--- src/rtl/rx_dc_cal_pkg.sv ---
// rx_dc_cal_pkg: shared types and constants for the RX frontend DC-offset
// calibration sequencer.
//   - state_t   : sequencer FSM states
//   - ACC_W     : accumulator width
//   - LOAD_BIT / OFF_W / OFF_SHIFT : settings-data word layout
//   - set_word(): packs a 24-bit offset into a settings-bus data word
package rx_dc_cal_pkg;

  typedef enum logic [3:0] {
    ST_IDLE,
    ST_CLR_I,
    ST_CLR_Q,
    ST_SETTLE,
    ST_ACCUM,
    ST_DIVIDE,
    ST_WR_I,
    ST_WR_Q,
    ST_DONE
  } state_t;

  localparam int ACC_W     = 32;
  localparam int LOAD_BIT  = 31;
  localparam int OFF_W     = 24;
  localparam int OFF_SHIFT = 8;

  // {load, 7'b0, offset[23:0]}
  function automatic logic [31:0] set_word(input logic [OFF_W-1:0] off);
    logic [31:0] w;
    w               = '0;
    w[LOAD_BIT]     = 1'b1;
    w[OFF_W-1:0]    = off;
    return w;
  endfunction

endpackage

--- src/rtl/rx_dc_cal_accum.sv ---
// rx_dc_cal_accum: one calibration channel. Accumulates sign-extended
// samples, and presents the mean (acc >>> log2_len) and the 24-bit
// correction offset (-mean, saturated to 16 bits, shifted left 8).
// Ports:
//   clk, rst_n   clock, async active-low reset
//   clr          zero the accumulator
//   en           add sample this cycle
//   log2_len     averaging length exponent
//   sample       signed input sample
//   mean         signed mean of the accumulated samples
//   offset       negated, saturated mean in settings-word offset format
module rx_dc_cal_accum
  import rx_dc_cal_pkg::*;
#(
  parameter int DATA_W = 16
) (
  input  logic                     clk,
  input  logic                     rst_n,
  input  logic                     clr,
  input  logic                     en,
  input  logic [3:0]               log2_len,
  input  logic signed [DATA_W-1:0] sample,
  output logic signed [DATA_W-1:0] mean,
  output logic [OFF_W-1:0]         offset
);

  localparam logic signed [ACC_W:0] SAT_MAX =
    {{(ACC_W-DATA_W+2){1'b0}}, {(DATA_W-1){1'b1}}};
  localparam logic signed [ACC_W:0] SAT_MIN =
    {{(ACC_W-DATA_W+2){1'b1}}, {(DATA_W-1){1'b0}}};

  // Negate in one extra bit so -(-32768) is representable before clamping.
  function automatic logic signed [DATA_W-1:0] sat_neg(
    input logic signed [ACC_W-1:0] m
  );
    logic signed [ACC_W:0] n;
    n = -$signed({m[ACC_W-1], m});
    if (n > SAT_MAX)      return SAT_MAX[DATA_W-1:0];
    else if (n < SAT_MIN) return SAT_MIN[DATA_W-1:0];
    else                  return n[DATA_W-1:0];
  endfunction

  logic signed [ACC_W-1:0]  acc_p0;
  logic signed [ACC_W-1:0]  mean_full;
  logic signed [DATA_W-1:0] neg_sat;

  // Stage p0: accumulator
  always_ff @(posedge clk or negedge rst_n) begin
    if (!rst_n)   acc_p0 <= '0;
    else if (clr) acc_p0 <= '0;
    else if (en)  acc_p0 <= acc_p0 + $signed({{(ACC_W-DATA_W){sample[DATA_W-1]}}, sample});
  end

  // The accumulator is stable outside ACCUM, so the mean and offset are
  // derived combinationally and registered by the sequencer.
  always_comb begin
    mean_full = acc_p0 >>> log2_len;
    mean      = mean_full[DATA_W-1:0];
    neg_sat   = sat_neg(mean_full);
    offset    = {neg_sat, {OFF_SHIFT{1'b0}}};
  end

endmodule

--- src/rtl/rx_frontend_dc_cal.sv ---
// rx_frontend_dc_cal: DC-offset calibration sequencer for rx_frontend.
// On start: clears the I/Q offset registers over the settings bus, waits
// SETTLE_CYC cycles, averages 2^log2_len valid samples per channel, then
// writes the negated mean back as the new offsets.
// Ports:
//   clk, rst_n            clock, async active-low reset
//   start, abort          begin / cancel calibration (abort wins)
//   log2_len              averaging length exponent, latched at start
//   sample_i/q, sample_vld  frontend output samples and qualifier
//   set_stb/addr/data     settings-bus write (addr/data 0 when idle)
//   busy, done            status; done is a one-cycle completion pulse
//   dc_i, dc_q            last computed means
// Build option: define RX_DC_CAL_Q_EN to calibrate the Q channel too;
// otherwise the Q accumulator, CLR_Q and WR_Q are absent and dc_q is 0.
module rx_frontend_dc_cal
  import rx_dc_cal_pkg::*;
#(
  parameter int unsigned BASE       = 0,
  parameter int unsigned OFF_I      = 0,
  parameter int unsigned OFF_Q      = 1,
  parameter int unsigned SETTLE_CYC = 16
) (
  input  logic               clk,
  input  logic               rst_n,
  input  logic               start,
  input  logic               abort,
  input  logic [3:0]         log2_len,
  input  logic signed [15:0] sample_i,
  input  logic signed [15:0] sample_q,
  input  logic               sample_vld,
  output logic               set_stb,
  output logic [7:0]         set_addr,
  output logic [31:0]        set_data,
  output logic               busy,
  output logic               done,
  output logic signed [15:0] dc_i,
  output logic signed [15:0] dc_q
);

`ifdef RX_DC_CAL_Q_EN
  localparam bit Q_EN = 1'b1;
`else
  localparam bit Q_EN = 1'b0;
`endif

  localparam logic [7:0] ADDR_I = 8'(BASE + OFF_I);
  localparam logic [7:0] ADDR_Q = 8'(BASE + OFF_Q);

  state_t      state, state_nxt;
  logic [15:0] cnt;
  logic [3:0]  len_r;
  logic        last_smp;
  logic        acc_clr, acc_en;

  logic signed [15:0] mean_i;
  logic [OFF_W-1:0]   off_i, off_q;

  // Last sample when the count reaches 2^len - 1 (mask of len low ones).
  assign last_smp = (cnt == ~(16'hFFFF << len_r));
  assign acc_clr  = (state_nxt == ST_ACCUM) && (state != ST_ACCUM);
  assign acc_en   = (state == ST_ACCUM) && sample_vld && !abort;

  rx_dc_cal_accum #(.DATA_W(16)) u_acc_i (
    .clk      (clk),
    .rst_n    (rst_n),
    .clr      (acc_clr),
    .en       (acc_en),
    .log2_len (len_r),
    .sample   (sample_i),
    .mean     (mean_i),
    .offset   (off_i)
  );

`ifdef RX_DC_CAL_Q_EN
  logic signed [15:0] mean_q;
  rx_dc_cal_accum #(.DATA_W(16)) u_acc_q (
    .clk      (clk),
    .rst_n    (rst_n),
    .clr      (acc_clr),
    .en       (acc_en),
    .log2_len (len_r),
    .sample   (sample_q),
    .mean     (mean_q),
    .offset   (off_q)
  );
`else
  logic unused_q;
  assign unused_q = ^sample_q;
  assign off_q    = '0;
  assign dc_q     = '0;
`endif

  always_comb begin
    state_nxt = state;
    case (state)
      ST_IDLE:   if (start && !abort) state_nxt = ST_CLR_I;
      ST_CLR_I:  state_nxt = Q_EN ? ST_CLR_Q : ST_SETTLE;
      ST_CLR_Q:  state_nxt = ST_SETTLE;
      ST_SETTLE: if (cnt == 16'(SETTLE_CYC - 1)) state_nxt = ST_ACCUM;
      ST_ACCUM:  if (sample_vld && last_smp) state_nxt = ST_DIVIDE;
      ST_DIVIDE: state_nxt = ST_WR_I;
      ST_WR_I:   state_nxt = Q_EN ? ST_WR_Q : ST_DONE;
      ST_WR_Q:   state_nxt = ST_DONE;
      ST_DONE:   state_nxt = ST_IDLE;
      default:   state_nxt = ST_IDLE;
    endcase
    if (state != ST_IDLE && abort) state_nxt = ST_IDLE;
  end

  always_ff @(posedge clk or negedge rst_n) begin
    if (!rst_n) begin
      state <= ST_IDLE;
      cnt   <= '0;
      len_r <= '0;
    end else begin
      state <= state_nxt;
      if (state_nxt != state)                     cnt <= '0;
      else if (state == ST_SETTLE)                cnt <= cnt + 16'd1;
      else if (state == ST_ACCUM && sample_vld)   cnt <= cnt + 16'd1;
      if (state == ST_IDLE && state_nxt == ST_CLR_I) len_r <= log2_len;
    end
  end

  // Outputs are registered from the next state so they align with it.
  always_ff @(posedge clk or negedge rst_n) begin
    if (!rst_n) begin
      set_stb  <= 1'b0;
      set_addr <= '0;
      set_data <= '0;
      busy     <= 1'b0;
      done     <= 1'b0;
      dc_i     <= '0;
`ifdef RX_DC_CAL_Q_EN
      dc_q     <= '0;
`endif
    end else begin
      busy     <= (state_nxt != ST_IDLE);
      done     <= (state_nxt == ST_DONE);
      set_stb  <= 1'b0;
      set_addr <= '0;
      set_data <= '0;
      case (state_nxt)
        ST_CLR_I: begin set_stb <= 1'b1; set_addr <= ADDR_I; set_data <= set_word('0);   end
        ST_CLR_Q: begin set_stb <= 1'b1; set_addr <= ADDR_Q; set_data <= set_word('0);   end
        ST_WR_I:  begin set_stb <= 1'b1; set_addr <= ADDR_I; set_data <= set_word(off_i); end
        ST_WR_Q:  begin set_stb <= 1'b1; set_addr <= ADDR_Q; set_data <= set_word(off_q); end
        default: ;
      endcase
      if (state == ST_DIVIDE && !abort) begin
        dc_i <= mean_i;
`ifdef RX_DC_CAL_Q_EN
        dc_q <= mean_q;
`endif
      end
    end
  end

endmodule

--- config.mk ---
export PLATFORM = sky130hd
export DESIGN_NAME = rx_frontend_dc_cal
export DESIGN_NICKNAME = d
export VERILOG_FILES = /design/src/rtl/rx_dc_cal_pkg.sv /design/src/rtl/rx_dc_cal_accum.sv /design/src/rtl/rx_frontend_dc_cal.sv
export SDC_FILE = /design/constraint.sdc
export NUM_CORES = 1
export LEC_CHECK = 0
export CORE_ASPECT_RATIO = 2
export CORE_UTILIZATION = 40
export DETAILED_ROUTE_END_ITERATION = 6
export GPL_TIMING_DRIVEN = 0
export SYNTH_ARGS = -nofsm -noshare
export SYNTH_HDL_FRONTEND = slang
export SYNTH_SLANG_ARGS = --single-unit
--- constraint.sdc ---
create_clock -name clk -period 14 [get_ports clk]
set_clock_uncertainty 0.1 [all_clocks]
set_input_delay 1.4 -clock clk [delete_from_list [all_inputs] [get_ports clk]]
set_output_delay 1.4 -clock clk [all_outputs]
set_load 0.02 [all_outputs]
==> impl_metrics.py, run 1 <==
metrics = {
    "synthesis": {
        "synth_edf_count": 0,
        "syn_inst": 1101,
        "synth.area.mux_share": 0.139,
        "yosysWarnings": 0,
        "synthArstFlopShare": 1.00,
        "avgSynthCellArea_sq_um": 8.46,
        "yosysTopAreaCell": "dfrtp_1",
        "synth_adder_area_share": 0.0489,
        "synth_top_area_frac": 0.250,
        "synth_compound_area_frac": 0.226,
        "synth_top_family_by_area": "compound AO/OA/AOI/OAI gates",
        "synth-seq-cells": 93,
        "synth.area.top_cells": "dfrtp_1 25%, mux4_2 8.0%, nand2_1 5.0%",
        "seq_area_frac_synth": 0.250,
        "synthXorXnorAreaFrac": 0.0564,
        "synth.distinct_cells": 94,
        "synth_flop_cell": "dfrtp_1",
        "synthSimpleGateAreaFrac": 0.208,
        "synth.cell_area_sq_um": 9310,
    },
    "placed_design": {
        "detailed_place_hpwl_mm": 25.8,
        "place_congestion": 0.959,
        "dpl.cell_count": 1481,
        "portBuffers": 61,
    },
    "drt": {
        "wire_per_inst_um": 21.1,
        "drcViolationCount": 0,
        "vias": 9009,
        "first_pass_iters": 7,
        "wl_mm": 31.7,
        "first_iter_violations": 445,
        "viasPerCell": 6.02,
        "drtAntennaViolNets": 0,
    },
    "power_and_ir_drop": {
        "seqPwrFrac": 0.167,
        "swShare": 0.530,
        "leakage_uw": 0.00459,
        "pwr-share-comb": 0.699,
        "p_sw_uw": 988,
        "finalPower_uw": 1860,
        "ir_worst_vdd_mv": 0.0796,
        "intPower_uw": 875,
        "clkPwrFrac": 0.135,
        "power-per-cell-area_nw_per_um2": 173,
    },
    "cts": {
        "numCtsBuffers": 9,
        "cts_hold_buffers": 0,
        "cts_resized": 0,
        "clkTransAtPathRegs_ps": 70,
        "cts_sinks": 93,
        "cts-htree-levels": 3,
        "ctsRootBufferMaster": "clkbuf_16",
        "post-cts-setup-buffer-count": 0,
        "clk_latency_ps": 380,
        "cts_tree": "yes",
        "clock_path_buffers": 2,
    },
    "global_route": {
        "grt_max_degree": 59,
        "grt_usage": 0.281,
        "grt_pass1_vias": 9074,
        "overflow": 0,
        "grt_first_pass_wirelength_mm": 50.0,
        "antenna_found_initial": 0,
    },
    "critical_path": {
        "cp_data_required_time_ps": 14130,
        "critPathMaxFanout": 10,
        "slowest_delay_ps": 520,
        "endpoint_kind": "register",
        "timing.reg2reg.setup_slack_ps": 7040,
        "critPathMostFrequentCell": "clkbuf_1",
        "cp_top_family": "buffers and inverters",
        "cp-start-kind": "register",
        "slowest_stage": "buf_1",
        "arrival_ps": 7100,
        "path_buf_inv": 9,
        "path_class": "register to register",
        "crit_chain": "clkbuf_1 -> clkbuf_1 -> buf_1 -> buf_2 -> buf_1 -> clkbuf_1 -> clkbuf_1 -> a21oi_1 -> a21oi_1 -> ha_1 -> inv_1 -> a211oi_1 -> o2111ai_1 -> mux2_2 -> a31oi_1 -> clkbuf_1 -> nor2_1 -> a31oi_1 -> o21ai_2",
    },
    "status": {
        "outcome": "finished, final reports clean",
    },
    "finish": {
        "antenna_cells": 0,
        "final_net_count": 1288,
        "layout-drive-gt1-share": 0.134,
        "register_area_sq_um": 2330,
        "layout_common_cells": "125 x nand2_1, 114 x nor2_1, 93 x dfrtp_1",
        "area_growth_pct": 15.5,
        "instances_no_fill": 1497,
        "final_common_cell": "nand2_1",
        "multiInputGateArea_sq_um": 6470,
        "fill_cells": 2310,
    },
    "die": {
        "core.rowCount": 78,
        "core_sq_um": 22700,
        "dieArea_sq_um": 23900,
        "start_util": 0.409,
        "ios": 116,
        "die_height_um": 218,
        "fp.dieW_um": 110,
    },
    "sta": {
        "fin_crit_ps": 6960,
        "finalHoldViolations": 0,
        "setup_viol": 0,
        "worstMarginPinSlew_ps": 1170,
        "slew_violations": 0,
        "relSlewSlack": 0.212,
        "min_period_over_period": 0.497,
        "finalSetupTns_ps": 0,
        "max_freq_mhz": 144,
        "grt_setup_unrepaired": "no",
    },
    "job": {
        "cap_violations": 0,
    },
    "min_path": {
        "hp-class": "register to register",
    },
}
state kept, by name (all words and copies together) (netlist names):
name            flops
done                1
dc_i               16
state               4
set_addr            1
u_acc_i.acc_p0     32
len_r               4
busy                1
set_data           17
cnt                16
set_stb             1
final cells by class:
cell class | count | area share
buffer | 107 | 0.0552
timing repair buffer | 62 | 0.0591
inverter | 19 | 0.00663
tap | 280 | 0.0326
sequential | 93 | 0.216
clock buffer | 9 | 0.0209
multi-input combinational | 920 | 0.602
clock inverter | 7 | 0.00721
synth_stat cells, drive strengths merged (23+ instances only):
| library cell | instances |
|---|---|
| nor2 | 114 |
| mux2 | 29 |
| a21oi | 54 |
| nand2 | 125 |
| clkbuf | 45 |
| xor2 | 23 |
| o21ai | 71 |
| dfrtp | 93 |
| xnor2 | 37 |
| buf | 62 |
| mux4 | 33 |
| ha | 34 |
| o22ai | 24 |
worst min-delay path: stages, from the launching register on:
cell	delay, ps
dfrtp_1	340
nand2_1	40
o21ai_0	60
logic make-up after synthesis:
group / Yosys count
xor+xnor: 60
flops: 93
other cells: 1
compound gates: 306
mux: 84
fa+ha+maj: 36
buf+inv: 126
simple gates: 395
routing by layer:
metal / global-route usage / up-vias / routed length, um
met3: 0.0392 / 138 / 995
met2: 0.514 / 316 / 16900
met4: 0.238 / 0 / 3160
li1: - / 4265 / -
met5: 0 / - / 0
met1: 0.263 / 4290 / 10600
path summary, 6_finish.rpt:
kind                                 startpoint                             end  cells past startpoint
min in group asynchronous                 rst_n           set_addr[0]$_DFF_PN0_                      1
max in group asynchronous                 rst_n  u_acc_i.acc_p0[24]$_DFFE_PN0P_                      2
setup reg to reg           len_r[2]$_DFFE_PN0P_          set_data[11]$_DFF_PN0_                     19
setup / recovery           len_r[2]$_DFFE_PN0P_          set_data[11]$_DFF_PN0_                     19
hold / removal              dc_i[5]$_DFFE_PN0P_             dc_i[5]$_DFFE_PN0P_                      2
hold reg to reg             dc_i[5]$_DFFE_PN0P_             dc_i[5]$_DFFE_PN0P_                      2
per-stage QoR:
step           hold slack (ps)  setup WS (ps)  utilization  cell area [sq um]
3_3_place_gp               364           7160        0.458              10400
2_1_floorplan              413           9400            -               9450
4_1_cts                    387           7150        0.472              10700
6_report                   380           7040        0.473              10800
5_1_grt                    418           6580        0.473              10800
3_5_place_dp               371           7200        0.459              10400
power groups by stage:
stage / Sequential [uW] / Clock, uW / Combinational (uW)
6_report: 310 / 251 / 1300
5_1_grt: 313 / 266 / 1400
4_1_cts: 310 / 256 / 1280
3_5_place_dp: 316 / 0 / 1270
3_3_place_gp: 315 / 0 / 1270
2_1_floorplan: 310 / 0 / 927
No activity file was read; power rests on OpenSTA's default activity.
==> inputs of run 2 (changes only) <==
- clock period: 14 -> 6.02 ns (I/O delays scaled with it)
==> run 2 against run 1 <==
  * Die area is the same
  * Clock-buffer cell count is the same
  * Clock power grew 130%
  * Via count shrank 0.46%
  * Final cell count is essentially flat
  * Design area grew 0.21%
  * Worst hold slack lost 310 ps
  * Largest cell class unchanged
  * Fmax grew 23%
==> impl_metrics.py, run 2 (synthesized netlist as in run 1, its figures left out) <==
metrics = {
    "critical_path": {
        "crit_chain": "clkbuf_1 -> clkbuf_2 -> buf_2 -> buf_2 -> buf_1 -> clkbuf_4 -> a21oi_1 -> a21oi_2 -> ha_1 -> inv_1 -> a211oi_1 -> o2111ai_1 -> nor4_1 -> xnor2_1 -> o2111ai_1 -> nor3_2 -> buf_6 -> o21ai_2",
        "arrival_ps": 5800,
        "reg2reg_depth": 18,
        "path_class": "register to register",
        "crit_path_end": "set_data[11]$_DFF_PN0_",
        "cp.depth": 18,
        "cp-startpoint": "len_r[2]$_DFFE_PN0P_",
        "r2r-start": "len_r[2]$_DFFE_PN0P_",
        "cp_data_required_time_ps": 6150,
        "slowest_stage": "o2111ai_1",
        "r2r_end": "set_data[11]$_DFF_PN0_",
        "path_buf_inv": 8,
        "critPathMaxFanout": 19,
        "cp_top_family": "buffers and inverters",
        "cp-start-kind": "register",
        "slowest_delay_ps": 420,
        "timing.reg2reg.setup_slack_ps": 350,
        "endpoint_kind": "register",
    },
    "finish": {
        "largestRegisters": "u_acc_i.acc_p0: 32 flops, set_data: 17 flops",
        "layout-drive-gt1-share": 0.139,
        "final_area_sq_um": 10800,
        "antenna_cells": 0,
        "regMostFlops": "u_acc_i.acc_p0",
        "final_net_count": 1287,
        "largest_register_ffs": 32,
        "fill_cells": 2304,
        "final_common_cell": "nand2_1",
        "layout_common_cells": "125 x nand2_1, 114 x nor2_1, 93 x dfrtp_1",
        "area_growth_pct": 15.7,
    },
    "power_and_ir_drop": {
        "ir_worst_vdd_mv": 0.189,
        "power-per-cell-area_nw_per_um2": 403,
        "finalPower_uw": 4350,
        "leakage_uw": 0.00460,
    },
    "cts": {
        "cts-htree-levels": 3,
        "clkTransAtPathRegs_ps": 80,
        "clk_latency_ps": 380,
        "numCtsBuffers": 9,
        "ctsRootBufferMaster": "clkbuf_16",
        "cts_tree": "yes",
        "clock_path_buffers": 2,
        "cts_sinks": 93,
        "cts_hold_buffers": 0,
        "post-cts-setup-buffer-count": 0,
    },
    "sta": {
        "max_freq_mhz": 176,
        "finalHoldViolations": 0,
        "min_period_over_period": 0.942,
        "grt_setup_unrepaired": "no",
        "finalSetupTns_ps": 0,
        "relSlewSlack": 0.198,
        "slew_violations": 0,
        "fin_crit_ps": 5670,
        "worstMarginPinSlew_ps": 1190,
        "hold_ws_ps": 66.0,
        "setup_viol": 0,
    },
    "placed_design": {
        "detailed_place_hpwl_mm": 25.8,
        "portBuffers": 61,
        "place_congestion": 0.959,
        "placed_area_sq_um": 10400,
    },
    "drt": {
        "wire_per_inst_um": 21.1,
        "first_pass_iters": 5,
        "drtAntennaViolNets": 0,
        "first_iter_violations": 492,
        "drcViolationCount": 0,
        "vias": 8968,
        "viasPerCell": 5.99,
        "wl_mm": 31.6,
    },
    "job": {
        "cap_violations": 0,
    },
    "global_route": {
        "overflow": 0,
        "grt_usage": 0.280,
        "grt_pass1_vias": 9062,
        "grt_max_degree": 59,
        "grt_first_pass_wirelength_mm": 49.8,
        "antenna_found_initial": 0,
    },
    "die": {
        "ios": 116,
        "die_height_um": 218,
        "dieArea_sq_um": 23900,
        "fp.dieW_um": 110,
        "core.rowCount": 78,
        "core_sq_um": 22700,
        "start_util": 0.409,
    },
    "status": {
        "outcome": "finished, final reports clean",
    },
    "min_path": {
        "hp-class": "input pin to async pin",
    },
}
[run 2: what timing repair did]
action                                 4_1_cts  5_1_grt
resized for setup                            5        5
endpoints found under the hold margin        0        0
setup endpoints to repair                   15       15
[run 2: power by group]
part	internal (uW)	leakage [uW]	switching (uW)
registers	665	0.00127	56.5
logic	1090	0.00319	1950
clock network	293	0.000144	293
[run 2: through the flow]
stage | setup slack (ps) | cells | util
global placement | -817 | 1480 | 0.458
detailed placement | -778 | 1481 | 0.459
floorplan | 1420 | 1139 | -
finish | 352 | 1496 | 0.474
CTS | 141 | 1496 | 0.473
global route | 21.6 | 1496 | 0.474
[run 2: how the worst min path moves through the flow]
stage	start	to	slack [ps]	cells after the start
finish	rst_n	set_addr[0]$_DFF_PN0_	70	1
global route	rst_n	set_addr[0]$_DFF_PN0_	100	1
CTS	rst_n	set_addr[0]$_DFF_PN0_	90	1
detailed placement	dc_i[0]$_DFFE_PN0P_	dc_i[0]$_DFFE_PN0P_	370	2
global placement	dc_i[0]$_DFFE_PN0P_	dc_i[0]$_DFFE_PN0P_	360	2
floorplan	rst_n	busy$_DFF_PN0_	210	0
[run 2: area by class of cell]
class	count	area, sq um	share of cell area
clock inverters	7	77.6	0.00720
plain buffers	106	597	0.0554
repair buffers	62	636	0.0590
multi-input cells	920	6490	0.602
flip-flops and latches	93	2330	0.216
clock buffers	9	225	0.0209
inverters	19	71.3	0.00662
well taps	280	350	0.0325
[run 2: metal layers]
metal / global-route usage / share of wire
met5: 0 / 0
met3: 0.0377 / 0.034
met2: 0.518 / 0.54
met4: 0.227 / 0.091
met1: 0.264 / 0.33
[run 2: worst register-to-register path, delay by kind of cell, from the launching register on]
kind                       cells  cell delay, ps
adders and majority gates      1             310
AOI/OAI and AO/OA              6            1370
DFF                            1             330
and+or+nand+nor                2             800
xor gates and xnor gates       1             250
buffers and inverters          8            2370
==> inputs of run 3 (changes only) <==
- CAP_MARGIN: not set -> 25
==> run 3 against run 2 <==
  * Highest routed layer unchanged
  * Design area is the same
  * Worst hold slack gained 7.0 ps
  * Via count shrank 0.10%
  * Sequential power is essentially flat
  * Register-to-register slack gained 130 ps
  * Global-route usage grew 0.13 points
  * Combinational power is essentially flat
==> impl_metrics.py, run 3 (synthesized netlist as in run 1, its figures left out) <==
metrics = {
    "critical_path": {
        "timing.reg2reg.setup_slack_ps": 480,
        "cp_top_family": "buffers and inverters",
        "path_buf_inv": 7,
        "slowest_stage": "a31oi_1",
        "cp_data_required_time_ps": 6150,
        "critPathMostFrequentCell": "buf_2",
        "r2r-start": "len_r[2]$_DFFE_PN0P_",
        "crit_chain": "clkbuf_1 -> clkbuf_1 -> buf_2 -> buf_2 -> buf_2 -> a21oi_1 -> a21oi_2 -> ha_1 -> inv_1 -> a211oi_1 -> o2111ai_1 -> mux2_2 -> a31oi_1 -> clkbuf_2 -> nor2_1 -> a31oi_1 -> o21ai_2",
        "r2r_end": "set_data[11]$_DFF_PN0_",
        "path_class": "register to register",
        "cp-startpoint": "len_r[2]$_DFFE_PN0P_",
        "arrival_ps": 5670,
        "cp-start-kind": "register",
        "reg2reg_depth": 17,
        "endpoint_kind": "register",
        "critPathMaxFanout": 19,
        "slowest_delay_ps": 450,
    },
    "sta": {
        "relSlewSlack": 0.298,
        "max_freq_mhz": 181,
        "min_period_over_period": 0.920,
        "grt_setup_unrepaired": "no",
        "fin_crit_ps": 5540,
        "finalHoldViolations": 0,
        "finalSetupTns_ps": 0,
        "slew_violations": 0,
        "setup_viol": 0,
        "worstMarginPinSlew_ps": 1040,
    },
    "global_route": {
        "grt_pass1_vias": 9132,
        "overflow": 0,
        "grt_first_pass_wirelength_mm": 50.4,
        "grt_max_degree": 59,
        "antenna_found_initial": 0,
        "grt_usage": 0.281,
    },
    "finish": {
        "multiInputGateArea_sq_um": 6480,
        "largestRegisters": "u_acc_i.acc_p0: 32 flops, set_data: 17 flops",
        "instances_no_fill": 1497,
        "final_net_count": 1288,
        "fill_cells": 2295,
        "layout_common_cells": "125 x nand2_1, 114 x nor2_1, 93 x dfrtp_1",
        "register_area_sq_um": 2330,
        "regMostFlops": "u_acc_i.acc_p0",
        "antenna_cells": 0,
        "largest_register_ffs": 32,
        "area_growth_pct": 15.7,
        "layout-drive-gt1-share": 0.138,
        "final_common_cell": "nand2_1",
    },
    "min_path": {
        "hp-class": "input pin to async pin",
    },
    "placed_design": {
        "place_congestion": 0.959,
        "detailed_place_hpwl_mm": 25.9,
        "dpl.cell_count": 1482,
        "portBuffers": 61,
    },
    "drt": {
        "wire_per_inst_um": 21.3,
        "vias": 8959,
        "top_layer": "met4",
        "first_iter_violations": 482,
        "met3_length_mm": 1.10,
        "drtAntennaViolNets": 0,
        "dr_wl_met2_mm": 17.5,
        "viasPerCell": 5.98,
        "first_pass_iters": 5,
        "wl_mm": 31.9,
        "drcViolationCount": 0,
        "met1_length_mm": 10.7,
    },
    "power_and_ir_drop": {
        "leakage_uw": 0.00461,
        "power-per-cell-area_nw_per_um2": 405,
        "ir_worst_vdd_mv": 0.175,
    },
    "die": {
        "die_height_um": 218,
        "core.rowCount": 78,
        "dieArea_sq_um": 23900,
        "start_util": 0.409,
        "ios": 116,
        "fp.dieW_um": 110,
        "core_sq_um": 22700,
    },
    "cts": {
        "clock_path_buffers": 2,
        "clk_latency_ps": 380,
        "cts_sinks": 93,
        "cts_hold_buffers": 0,
        "cts-htree-levels": 3,
        "clkTransAtPathRegs_ps": 80,
        "numCtsBuffers": 9,
        "cts_tree": "yes",
        "ctsRootBufferMaster": "clkbuf_16",
        "post-cts-setup-buffer-count": 0,
    },
    "status": {
        "outcome": "finished, final reports clean",
    },
    "job": {
        "cap_violations": 0,
    },
}
==> run 3: cell count changes in the layout (fill, tap and decap cells not counted), sizes merged <==
cell / previous run / this run
buf: 64 / 66
clkbuf: 53 / 52
clkinv: 4 / 3
clkinvlp: 1 / 0
inv: 21 / 23
==> run 3: worst max-delay path by stage <==
stage | cells after the start | slack, ps | to
3_3_place_gp | 19 | -820 | set_data[11]$_DFF_PN0_
4_1_cts | 18 | 140 | set_data[11]$_DFF_PN0_
3_5_place_dp | 19 | -790 | set_data[11]$_DFF_PN0_
2_1_floorplan | 19 | 1420 | set_data[11]$_DFF_PN0_
6_report | 17 | 480 | set_data[11]$_DFF_PN0_
5_1_grt | 17 | 110 | set_data[11]$_DFF_PN0_
==> run 3: stage by stage <==
stage / power, uW / setup slack (ps) / utilization / instance area (sq um) / hold WS (ps)
detailed placement: 3700 / -787 / 0.459 / 10400 / 370
global route: 4630 / 114 / 0.474 / 10800 / 104
finish: 4360 / 480 / 0.474 / 10800 / 73.1
global placement: 3680 / -817 / 0.458 / 10400 / 364
floorplan: 2880 / 1420 / - / 9450 / 206
CTS: 4320 / 138 / 0.474 / 10800 / 82.0
==> run 3: area by class of cell <==
type,instances,share of cell area
clock inverter,7,0.00801
clock buffer,9,0.0209
buffer,105,0.0547
inverter,19,0.00662
sequential,93,0.216
timing repair buffer,64,0.0599
multi-input combinational,920,0.601
tap,280,0.0325
==> run 3: what timing repair did <==
action,4_1_cts,5_1_grt
gates cloned,0,0
endpoints found under the setup margin,15,15
resized for setup,5,1
endpoints found under the hold margin,0,0
pin swaps,0,0
==> run 3: per-layer routing <==
| metal | vias up | GRT usage |
|---|---|---|
| li1 | 4270 | - |
| met1 | 4271 | 0.271 |
| met2 | 314 | 0.520 |
| met3 | 104 | 0.0308 |
| met4 | 0 | 0.226 |
| met5 | - | 0 |
==> run 3: power breakdown <==
part / switching [uW] / internal, uW
Combinational: 1960 / 1080
Clock: 305 / 300
Sequential: 56.3 / 665
